==> config.mk <==
export PLATFORM = sky130hd
export DESIGN_NAME = perceptron_train_seq
export DESIGN_NICKNAME = d
export VERILOG_FILES = /design/src/rtl/perceptron_train_seq.sv
export SDC_FILE = /design/constraint.sdc
export NUM_CORES = 1
export LEC_CHECK = 0
export CAP_MARGIN = 20
export CORE_MARGIN = 3
export CORE_UTILIZATION = 29
export DETAILED_ROUTE_END_ITERATION = 10
export GPL_TIMING_DRIVEN = 0
export PLACE_DENSITY_LB_ADDON = 0.08
export SYNTH_ARGS = -nofsm -noshare
export SYNTH_HDL_FRONTEND = slang
export SYNTH_SLANG_ARGS = --single-unit
==> constraint.sdc <==
create_clock -name clk -period 1.8 [get_ports clk]
set_input_delay 0.18 -clock clk [delete_from_list [all_inputs] [get_ports clk]]
set_output_delay 0.18 -clock clk [all_outputs]
set_load 0.01 [all_outputs]
==> src/rtl/perceptron_train_seq.sv <==
// Training sequencer for the perceptron datapath: walks epochs and samples,
// issues weight/error control strobes and reports convergence.
// Build option: define PERC_EARLY_STOP_EN to stop at the first error-free
// epoch; otherwise every run lasts MAX_EPOCHS epochs.
module perceptron_train_seq #(
  parameter int unsigned N_SAMPLES  = 4,
  parameter int unsigned SAMPLE_W   = 2,
  parameter int unsigned MAX_EPOCHS = 10,
  parameter int unsigned EPOCH_W    = 4,
  parameter int unsigned FWD_LAT    = 1
) (
  input  logic                clk,
  input  logic                rst,
  input  logic                start,
  input  logic                err_nz,
  output logic                clr_w,
  output logic                clr_e,
  output logic                ld_e,
  output logic                ld_w,
  output logic [SAMPLE_W-1:0] sample_idx,
  output logic [EPOCH_W-1:0]  epoch_idx,
  output logic                busy,
  output logic                done,
  output logic                converged
);

  localparam int unsigned FWD_W = (FWD_LAT > 1) ? $clog2(FWD_LAT) : 1;
  localparam logic [FWD_W-1:0]    FWD_LAST    = FWD_W'(FWD_LAT - 1);
  localparam logic [SAMPLE_W-1:0] LAST_SAMPLE = SAMPLE_W'(N_SAMPLES - 1);
  localparam logic [EPOCH_W-1:0]  LAST_EPOCH  = EPOCH_W'(MAX_EPOCHS - 1);

  typedef enum logic [2:0] {
    IDLE  = 3'd0,
    INIT  = 3'd1,
    EPOCH = 3'd2,
    FWD   = 3'd3,
    BACK  = 3'd4,
    CHECK = 3'd5,
    DONE  = 3'd6
  } state_t;

  state_t            state;
  state_t            next_state;
  logic [FWD_W-1:0]  fwd_cnt;
  logic [FWD_W-1:0]  fwd_nxt;
  logic              err_flag;

  logic clr_w_nxt;
  logic clr_e_nxt;
  logic ld_e_nxt;
  logic ld_w_nxt;
  logic busy_nxt;
  logic done_nxt;

  // State register
  always_ff @(posedge clk or posedge rst) begin
    if (rst) begin
      state <= IDLE;
    end else begin
      state <= next_state;
    end
  end

  // Next-state and forward-latency counter update
  always_comb begin
    next_state = state;
    fwd_nxt    = '0;
    case (state)
      IDLE: begin
        if (start) begin
          next_state = INIT;
        end
      end
      INIT:  next_state = EPOCH;
      EPOCH: next_state = FWD;
      FWD: begin
        if (fwd_cnt == FWD_LAST) begin
          next_state = BACK;
        end else begin
          fwd_nxt = fwd_cnt + FWD_W'(1);
        end
      end
      BACK: begin
        if (sample_idx == LAST_SAMPLE) begin
          next_state = CHECK;
        end else begin
          next_state = FWD;
        end
      end
      CHECK: begin
`ifdef PERC_EARLY_STOP_EN
        if (!err_flag || (epoch_idx == LAST_EPOCH)) begin
          next_state = DONE;
        end else begin
          next_state = EPOCH;
        end
`else
        if (epoch_idx == LAST_EPOCH) begin
          next_state = DONE;
        end else begin
          next_state = EPOCH;
        end
`endif
      end
      DONE:    next_state = IDLE;
      default: next_state = IDLE;
    endcase
  end

  // Moore decode of the upcoming state, so the strobes are registered
  always_comb begin
    clr_w_nxt = 1'b0;
    clr_e_nxt = 1'b0;
    ld_e_nxt  = 1'b0;
    ld_w_nxt  = 1'b0;
    busy_nxt  = 1'b0;
    done_nxt  = 1'b0;
    case (next_state)
      INIT: begin
        clr_w_nxt = 1'b1;
        clr_e_nxt = 1'b1;
        busy_nxt  = 1'b1;
      end
      EPOCH: busy_nxt = 1'b1;
      FWD: begin
        ld_e_nxt = (fwd_nxt == FWD_LAST);
        busy_nxt = 1'b1;
      end
      BACK: begin
        ld_w_nxt = 1'b1;
        busy_nxt = 1'b1;
      end
      CHECK: busy_nxt = 1'b1;
      DONE: begin
        done_nxt = 1'b1;
        busy_nxt = 1'b1;
      end
      default: busy_nxt = 1'b0;
    endcase
  end

  // Control output registers
  always_ff @(posedge clk or posedge rst) begin
    if (rst) begin
      clr_w <= 1'b0;
      clr_e <= 1'b0;
      ld_e  <= 1'b0;
      ld_w  <= 1'b0;
      busy  <= 1'b0;
      done  <= 1'b0;
    end else begin
      clr_w <= clr_w_nxt;
      clr_e <= clr_e_nxt;
      ld_e  <= ld_e_nxt;
      ld_w  <= ld_w_nxt;
      busy  <= busy_nxt;
      done  <= done_nxt;
    end
  end

  // Sample/epoch counters, epoch error flag and convergence status
  always_ff @(posedge clk or posedge rst) begin
    if (rst) begin
      sample_idx <= '0;
      epoch_idx  <= '0;
      converged  <= 1'b0;
      fwd_cnt    <= '0;
      err_flag   <= 1'b0;
    end else begin
      fwd_cnt <= fwd_nxt;
      case (state)
        INIT: begin
          epoch_idx <= '0;
          converged <= 1'b0;
        end
        EPOCH: begin
          sample_idx <= '0;
          err_flag   <= 1'b0;
        end
        BACK: begin
          err_flag <= err_flag | err_nz;
          if (sample_idx != LAST_SAMPLE) begin
            sample_idx <= sample_idx + SAMPLE_W'(1);
          end
        end
        CHECK: begin
`ifdef PERC_EARLY_STOP_EN
          if (!err_flag) begin
            converged <= 1'b1;
          end else if (epoch_idx == LAST_EPOCH) begin
            converged <= 1'b0;
          end else begin
            epoch_idx <= epoch_idx + EPOCH_W'(1);
          end
`else
          if (epoch_idx == LAST_EPOCH) begin
            converged <= !err_flag;
          end else begin
            epoch_idx <= epoch_idx + EPOCH_W'(1);
          end
`endif
        end
        default: begin
        end
      endcase
    end
  end

endmodule

==> flow_summary.toml, run 1 <==
[drt]
drt-initial-drc-count = 4
ant_nets = 0
dr_total_vias = 584
drc_errors = 0
wl_per_cell_um = 13.2
wirelength_um = 1580
drtPass1Iterations = 4
viasPerCell = 4.87

[floorplan]
initial_utilization_pct = 30.9
io_pins = 17
dieArea_mm2 = 0.00332
die_y_um = 57.6
rows = 18
die-width_um = 57.6
fp.coreArea_mm2 = 0.00250

[timing]
min_period_over_period_pct = 82.9
worst_pin_slew_ps = 627
fmax_mhz = 670
fin_ws_ps = 308
finalSetupViolCount = 0
fin_skew_ps = 4.32
max_slew_margin_pct = 58.1
fin_tns_setup_ps = 0
fin_crit_ps = 1490
hold_viol_final = 0
hold_ws_ps = 259
slew_violations = 0
rsz0062_at_grt = "false"

[cts]
clockBufferDepth = 2
postCtsHoldBufs = 0
h-tree-depth = 1
cts_tree = "built"
clkSinkCount = 16
cts_resized = 0
path_clk_slew_ps = 100
postCtsSetupRepairBufs = 0
cts_buffers = 3
clk_latency_ps = 290
cts_root_buffer = "clkbuf_4"

[placed_design]
pre_cts_ws_ps = 421
hpwl_um = 1150
place_inst = 116
numPortBuffers = 16
place.gp.congestion = 0.683

[critical_path]
crit_buf_inv = 1
critPathRequiredTime_ps = 1620
crit_chain = "clkdlybuf4s50_1"
crit_path_start_kind = "flop"
rrSetupSlack_ps = 420
max_stage_delay_ps = 570
worst-setup-path-type = "flop to primary output"
reg2reg_to = "state[2]"
end_kind = "primary output"
cp_top_family = "buffers and inverters"
worst-r2r-cell-count = 4
crit_slowest_cell = "clkdlybuf4s50_1"
path_max_fanout = 6
r2r_start = "epoch_idx[0]"
arrival_ps = 1310

[yosys]
synth_area_leaders = "dfrtp_1, mux2i_1, ha_1"
synth_most_common_cell = "dfrtp_1"
async_flop_share_pct = 100
synth-seq-cells = 16
synth_edf_count = 0
synth_cell_types = 28
syn_area_um2 = 773
synthCells = 70
synth_common_cells = "dfrtp_1, a21oi_1, o21ai_0"
ys_warn_count = 0
synth_area_leader_cell = "dfrtp_1"
syn_area_per_cell_um2 = 11.0
synth_flop_cell = "dfrtp_1"
syn_nets = 77
seq_area_frac_synth_pct = 51.8
synth_top_area_share_pct = 51.8

[finish]
nFillCells = 267
drive_gt1_share_pct = 12.2
layout-area-overhead-vs-synth_pct = 30.3
diodes = 0
num-nets-final = 98
final_core_util_pct = 40.3
final_cells = 120

[grt]
grt_start_max_net_pins = 17
grt_pass1_vias = 582
gr-total-overflow = 0
track_usage_pct = 11.2
grt_pass1_wl_um = 2780
grt_antenna_before_repair = 0

[status]
status = "finished, final reports clean"

[run]
drv_cap = 0

[min_path]
hold_path_class = "input port to async pin"

[pwr]
power_density_mw_per_mm2 = 1460
ir_drop_uv = 654
leakage_nw = 0.441
-- through the flow --
step	power [W]	cell area (um2)
finish	0.00147	1010
global route	0.00162	1010
CTS	0.00150	1010
detailed placement	0.00125	971
global placement	0.00124	971
floorplan	0.000985	773
-- cell type report --
class,count,area (um2),area share [%]
well taps,30,37.5,3.73
inverters,4,15.0,1.49
repair buffers,16,160,15.9
multi-input cells,46,330,32.8
clock buffers,4,36.3,3.60
plain buffers,4,27.5,2.73
flip-flops and latches,16,400,39.8
-- cell usage in the layout (no fill, tap or decap), types with 2 or more instances in the layout --
cell / synthesis / routed
clkbuf_4: 0 / 3
o2bb2ai_1: 2 / 2
nand2_1: 4 / 4
o21ai_0: 5 / 5
clkdlybuf4s50_1: 0 / 16
nor4b_1: 2 / 2
dfrtp_1: 16 / 16
nand2b_1: 2 / 2
nor2_1: 3 / 3
mux2i_1: 4 / 4
inv_1: 4 / 4
a21oi_1: 5 / 5
ha_1: 3 / 3
buf_4: 3 / 3
nor2b_1: 2 / 2
-- worst max path at each step --
| stage | startpoint | end | slack [ps] | cells past startpoint |
|---|---|---|---|---|
| final | epoch_idx[0] | epoch_idx[0] | 310 | 1 |
| after floorplan | epoch_idx[0] | state[2] | 480 | 4 |
| after CTS | epoch_idx[0] | epoch_idx[0] | 280 | 1 |
| after global placement | epoch_idx[0] | state[2] | 430 | 4 |
| after detailed placement | epoch_idx[0] | state[2] | 420 | 4 |
| after global routing | epoch_idx[0] | epoch_idx[0] | 250 | 1 |
-- routing by layer --
| metal | track usage, % | wire [um] | vias to the layer above |
|---|---|---|---|
| met1 | 13.2 | 709 | 285 |
| met2 | 18.4 | 768 | 12 |
| met3 | 5.12 | 90 | 2 |
| met4 | 2.98 | 15 | 0 |
| met5 | 0 | 0 | - |
| li1 | - | - | 285 |
-- where the power goes --
group	switching (W)	internal (W)	total [W]	leakage, nW
Sequential	0.000100	0.000472	0.000573	0.210
Clock	0.000118	0.000123	0.000241	0.0210
Combinational	0.000331	0.000328	0.000659	0.210
-- cell families after synthesis --
group | count (synthesis) | share of synthesized area [%]
AND/OR/NAND/NOR | 24 | 20.9
flip-flops | 16 | 51.8
AO/OA/AOI/OAI | 14 | 10.7
buffers and inverters | 8 | 5.50
multiplexers | 4 | 5.18
adder cells (fa/ha/maj) | 3 | 4.85
XOR/XNOR | 1 | 1.13
-- flip-flops by register name, indices dropped and copies added, names as in the netlist --
name	flops
ld_e	1
ld_w	1
busy	1
state	3
err_flag	1
epoch_idx	4
done	1
converged	1
clr_e	1
sample_idx	2
Power figures use the tool's default switching activity.
==> run 2: changes to the inputs <==
Clock period 1.8 ns to 1.5 ns, I/O delays scaled along.
==> flow_summary.toml, run 2 (same netlist as run 1, synthesis figures left out) <==
[status]
status = "finished, final reports clean"

[critical_path]
rrSetupSlack_ps = 130
worst-r2r-cell-count = 5
crit_slowest_cell = "clkdlybuf4s50_1"
endpoint = "epoch_idx[1]"
startpoint = "epoch_idx[1]"
reg2reg_to = "state[2]"
cp_num_cells = 1
critPathRequiredTime_ps = 1350
r2r_start = "epoch_idx[1]"
max_stage_delay_ps = 560
path_max_fanout = 5
worst-setup-path-type = "flop to primary output"
crit_chain = "clkdlybuf4s50_1"
crit_path_start_kind = "flop"
cp_top_family = "buffers and inverters"
arrival_ps = 1280
crit_buf_inv = 1
end_kind = "primary output"

[timing]
fin_crit_ps = 1430
fmax_mhz = 701
worst_pin_slew_ps = 627
finalSetupViolCount = 0
slew_violations = 0
rsz0062_at_grt = "false"
fin_tns_setup_ps = 0
hold_viol_final = 0
min_period_over_period_pct = 95.1
max_slew_margin_pct = 58.1
fin_ws_ps = 73.9
fin_skew_ps = 4.01

[cts]
clkSinkCount = 16
cts_buffers = 3
cts_root_buffer = "clkbuf_4"
path_clk_slew_ps = 100
clockBufferDepth = 2
clk_latency_ps = 290
cts_tree = "built"
h-tree-depth = 1
postCtsSetupRepairBufs = 0

[grt]
grt_pass1_vias = 582
grt_pass1_wl_um = 2780
grt_antenna_before_repair = 0
grt_start_max_net_pins = 17
gr-total-overflow = 0
track_usage_pct = 11.2

[drt]
wirelength_um = 1590
ant_nets = 0
viasPerCell = 4.86
drtPass1Iterations = 4
drc_errors = 0
drt-initial-drc-count = 5
dr_total_vias = 583
wl_per_cell_um = 13.2

[finish]
num-nets-final = 98
ff_latch_area_um2 = 402
diodes = 0
drive_gt1_share_pct = 13.3
top_register = "epoch_idx"
reg.largest.list = "epoch_idx: 4 flops, state: 3 flops, sample_idx: 2 flops"
layout-area-overhead-vs-synth_pct = 30.7
layout_common_cells = "dfrtp_1, clkdlybuf4s50_1, o21ai_0, a21oi_1"
largest_reg_flops = 4
multi_input_area_um2 = 330
final_cells = 120
nFillCells = 265

[floorplan]
fp.coreArea_mm2 = 0.00250
rows = 18
dieArea_mm2 = 0.00332
io_pins = 17
initial_utilization_pct = 30.9
die-width_um = 57.6
die_y_um = 57.6

[run]
drv_cap = 0

[placed_design]
place_inst = 116
numPortBuffers = 16
hpwl_um = 1150
place.gp.congestion = 0.683
pre_cts_ws_ps = 121

[pwr]
power_density_mw_per_mm2 = 1750
power_w = 0.00177
ir_drop_uv = 783
leakage_nw = 0.454

[min_path]
hold_path_class = "input port to async pin"
## run 2: worst min path at each step
stage,start,end,slack (ps),cells past startpoint
5_1_grt,rst,clr_e,280,2
3_3_place_gp,err_flag,converged,470,1
2_1_floorplan,rst,busy,60,1
4_1_cts,rst,clr_e,260,2
3_5_place_dp,err_flag,converged,490,1
6_report,rst,ld_e,230,2
## run 2: repair_timing
action                     CTS  global route
hold buffers                 0             0
setup endpoints to repair    0             2
resized for setup            0             2
## run 2: worst register-to-register path, cell delays in order (launching register included)
cell and delay [ps]:
dfrtp_1 430, inv_1 60, ha_1 170, nand3b_1 140
nor3_2 90, or3_1 370
## run 2: where the power goes
group / internal, W / total (W) / switching, W
Sequential: 0.000569 / 0.000689 / 0.000120
Combinational: 0.000391 / 0.000789 / 0.000398
Clock: 0.000148 / 0.000289 / 0.000141
Total: 0.00111 / 0.00177 / 0.000658
## run 2: area by class of cell
cell class	instances	area share (%)
buffer	4	2.72
clock buffer	4	3.59
inverter	4	1.49
multi-input combinational	46	32.7
sequential	16	39.7
tap	30	3.71
timing repair buffer	16	16.1
## run 2: metal layers
| metal | track usage (%) | wire length (um) |
|---|---|---|
| met1 | 13.2 | 704 |
| met2 | 18.4 | 767 |
| met3 | 5.12 | 99 |
| met4 | 2.98 | 15 |
| met5 | 0 | 0 |
## run 2: per-stage QoR
step	utilization, %	instance area [um2]	hold WS (ps)
after global routing	40.4	1010	284
after floorplan	-	773	63.7
final	40.4	1010	230
after CTS	40.3	1010	259
after detailed placement	38.8	971	490
after global placement	38.8	971	472
==> edit (flow settings as in run 2) <==
Add a define of `PERC_EARLY_STOP_EN`.
--- a/src/rtl/perceptron_train_seq.sv
+++ b/src/rtl/perceptron_train_seq.sv
@@ -2,6 +2,8 @@
 // issues weight/error control strobes and reports convergence.
 // Build option: define PERC_EARLY_STOP_EN to stop at the first error-free
 // epoch; otherwise every run lasts MAX_EPOCHS epochs.
+`define PERC_EARLY_STOP_EN
+
 module perceptron_train_seq #(
   parameter int unsigned N_SAMPLES  = 4,
   parameter int unsigned SAMPLE_W   = 2,
Function: no difference found for any inputs over 10 cycles, from zero or initial values and one cycle with rst high; that may be too few to reach the edited logic, so the function may still have changed.
==> edit against run 2 <==
- sequential cell count unchanged
- via count increased by 15%
- worst setup slack got worse by 0.031 ns
- largest cell class unchanged
- wire length increased by 10%
- combinational power increased by 26%
- die area increased by 1.0%
- design area increased by 8.3%
- area after synthesis increased by 1.1%
- total power increased by 12%
- count of clock-buffer cells in the layout unchanged
==> edit: results (changes against run 2) <==
| Metric | Value |
|---|---|
| Worst vdd ir | 0.000870 V (+11%) |
| Post-synthesis mux area share | 2.56% (-2.6 points) |
| Pre-CTS setup slack | -0.0281 ns (-0.149 ns) |
| Worst hold path type | in -> async |
| Critical path's top delay family | flip-flops |
| Crit-path max cell delay | 0.44 ns (-0.12 ns) |
| CTS root buffer | clkbuf_4 |
| Total CTS buffers | 3 (unchanged) |
| Synthesized Nets | 85 (+10%) |
| Clock Path Buffers | 2 (unchanged) |
| Initial DRC Count | 19 (+14) |
| RD Place Congestion | 0.705 (+3.3%) |
| Synth area leaders | dfrtp_1 (51%), ha_1 (4.8%), o21ai_0 (3.8%), nor3_1 (3.2%), inv_1 (2.9%) |
| Gr usage total | 12.2% (+1.0 points) |
| DRT Wirelength | 1750 µm (+10%) |
| Initial DRT Pass Iterations | 4 (unchanged) |
| Worst path arrival time | 1.64 ns (+0.36 ns) |
| Share of cells above drive strength 1 | 20.6% (+7.2 points) |
| Leakage power | 0.470 nW (+3.6%) |
| Cell-internal power | 1.23 mW (+11%) |
| Skew-Pair Late Insertion Delay | 0.29 ns (about the same) |
| Register area share after synthesis | 51.2% (-0.58 points) |
| Via Count | 670 (+15%) |
| Largest family of logic cells by synthesized area | simple AND/OR/NAND/NOR gates |
| PortBufs | 16 (unchanged) |
| Post-synth cell types | 29 (+3.6%) |
| Clk slew on worst S/H paths | 0.10 ns (about the same) |
| Biggest regs | epoch_idx x4, state x3, sample_idx x2 |
| Non-filler cells, final | 137 (+14%) |
| Synth Area in Adders | 4.80% (-0.054 points) |
| Footprint of the multi-input gates | 340 µm² (+3.0%) |
| Largest net degree at the start of global routing | 17 (unchanged) |
| Xor/xnor cell area share of the yosys netlist | 0% (-1.1 points) |
| Slowest cell on crit path | dfrtp_1 |
| Post-synth top cells | dfrtp_1 (16), inv_1 (6), o21ai_0 (6) |
| Hold Buf Count CTS | 0 (unchanged) |
| Compound-cell area share of the yosys netlist | 17.0% (+6.3 points) |
| DRC | 0 (unchanged) |
| Cells after Synth | 78 (+11%) |
| Synth async-reset ratio | 100% (unchanged) |
| Detail Placement HPWL | 1130 µm (-1.4%) |
| Ys flop type | dfrtp_1 |
| Clock Skew | 0.00881 ns (+0.00480 ns) |
| Biggest register | epoch_idx |
| Status | finished, final reports clean |
| Placed Cells | 124 (+6.9%) |
| Placement Cell Area | 980 µm² (+0.90%) |
| Global-route wire length before repair | 3060 µm (+9.9%) |
| Fillcell total | 273 (+3.0%) |
| Depth of the CTS H-tree | 1 (unchanged) |
| Initial antenna violation count | 0 (unchanged) |
| # diodes | 0 (unchanged) |
| YS warnings | 0 (unchanged) |
| Worst relative slew slack | 59.7% (+1.5 points) |
| # Post-CTS Setup Buffers | 3 (+3) |
| CTS-repair resized insts | 1 (+1) |
==> edit: cell types whose count changed after synthesis, sizes merged, moves of 2 or more <==
cell | run 2 | this run
a21oi | 5 | 3
nor3 | 2 | 5
mux2i | 4 | 2
clkbuf | 0 | 3
inv | 4 | 6
nor4b | 3 | 1
a31oi | 0 | 3
a221o | 0 | 2
==> edit: area by class of cell <==
type / count / area share [%]
flip-flops and latches: 16 / 36.7
multi-input cells: 50 / 31.1
inverters: 6 / 2.06
plain buffers: 6 / 2.63
clock buffers: 4 / 3.31
repair buffers: 25 / 20.8
well taps: 30 / 3.43
==> edit: logic make-up after synthesis <==
kind of cell / count (synthesis)
buffers and inverters: 12
and+or+nand+nor: 25
AOI/OAI and AO/OA: 20
DFF: 16
adders and majority gates: 3
muxes: 2
==> edit: path summary, 6_finish.rpt <==
path / start / end / slack, ns / depth (start not counted)
hold reg to reg: converged / converged / 0.53 / 2
max in group asynchronous: rst / epoch_idx[0] / 0.86 / 2
hold / removal: rst / err_flag / 0.22 / 2
min in group clk: start / clr_e / 0.49 / 2
setup reg to reg: epoch_idx[1] / epoch_idx[0] / 0.04 / 5
setup / recovery: epoch_idx[1] / epoch_idx[0] / 0.04 / 5
==> edit: per-layer routing <==
layer	wire length (µm)	global-route usage, %	vias up
met3	83	3.34	4
met4	36	8.61	0
met5	0	0	-
met1	892	16.7	311
li1	-	-	338
met2	738	16.5	17
==> edit: power groups by stage <==
stage	sequential, mW	clock (mW)	combinational [mW]
detailed placement	0.711	0	0.902
global route	0.730	0.324	1.11
finish	0.699	0.288	0.993
global placement	0.711	0	0.897
floorplan	0.744	0	0.506
CTS	0.704	0.309	0.906
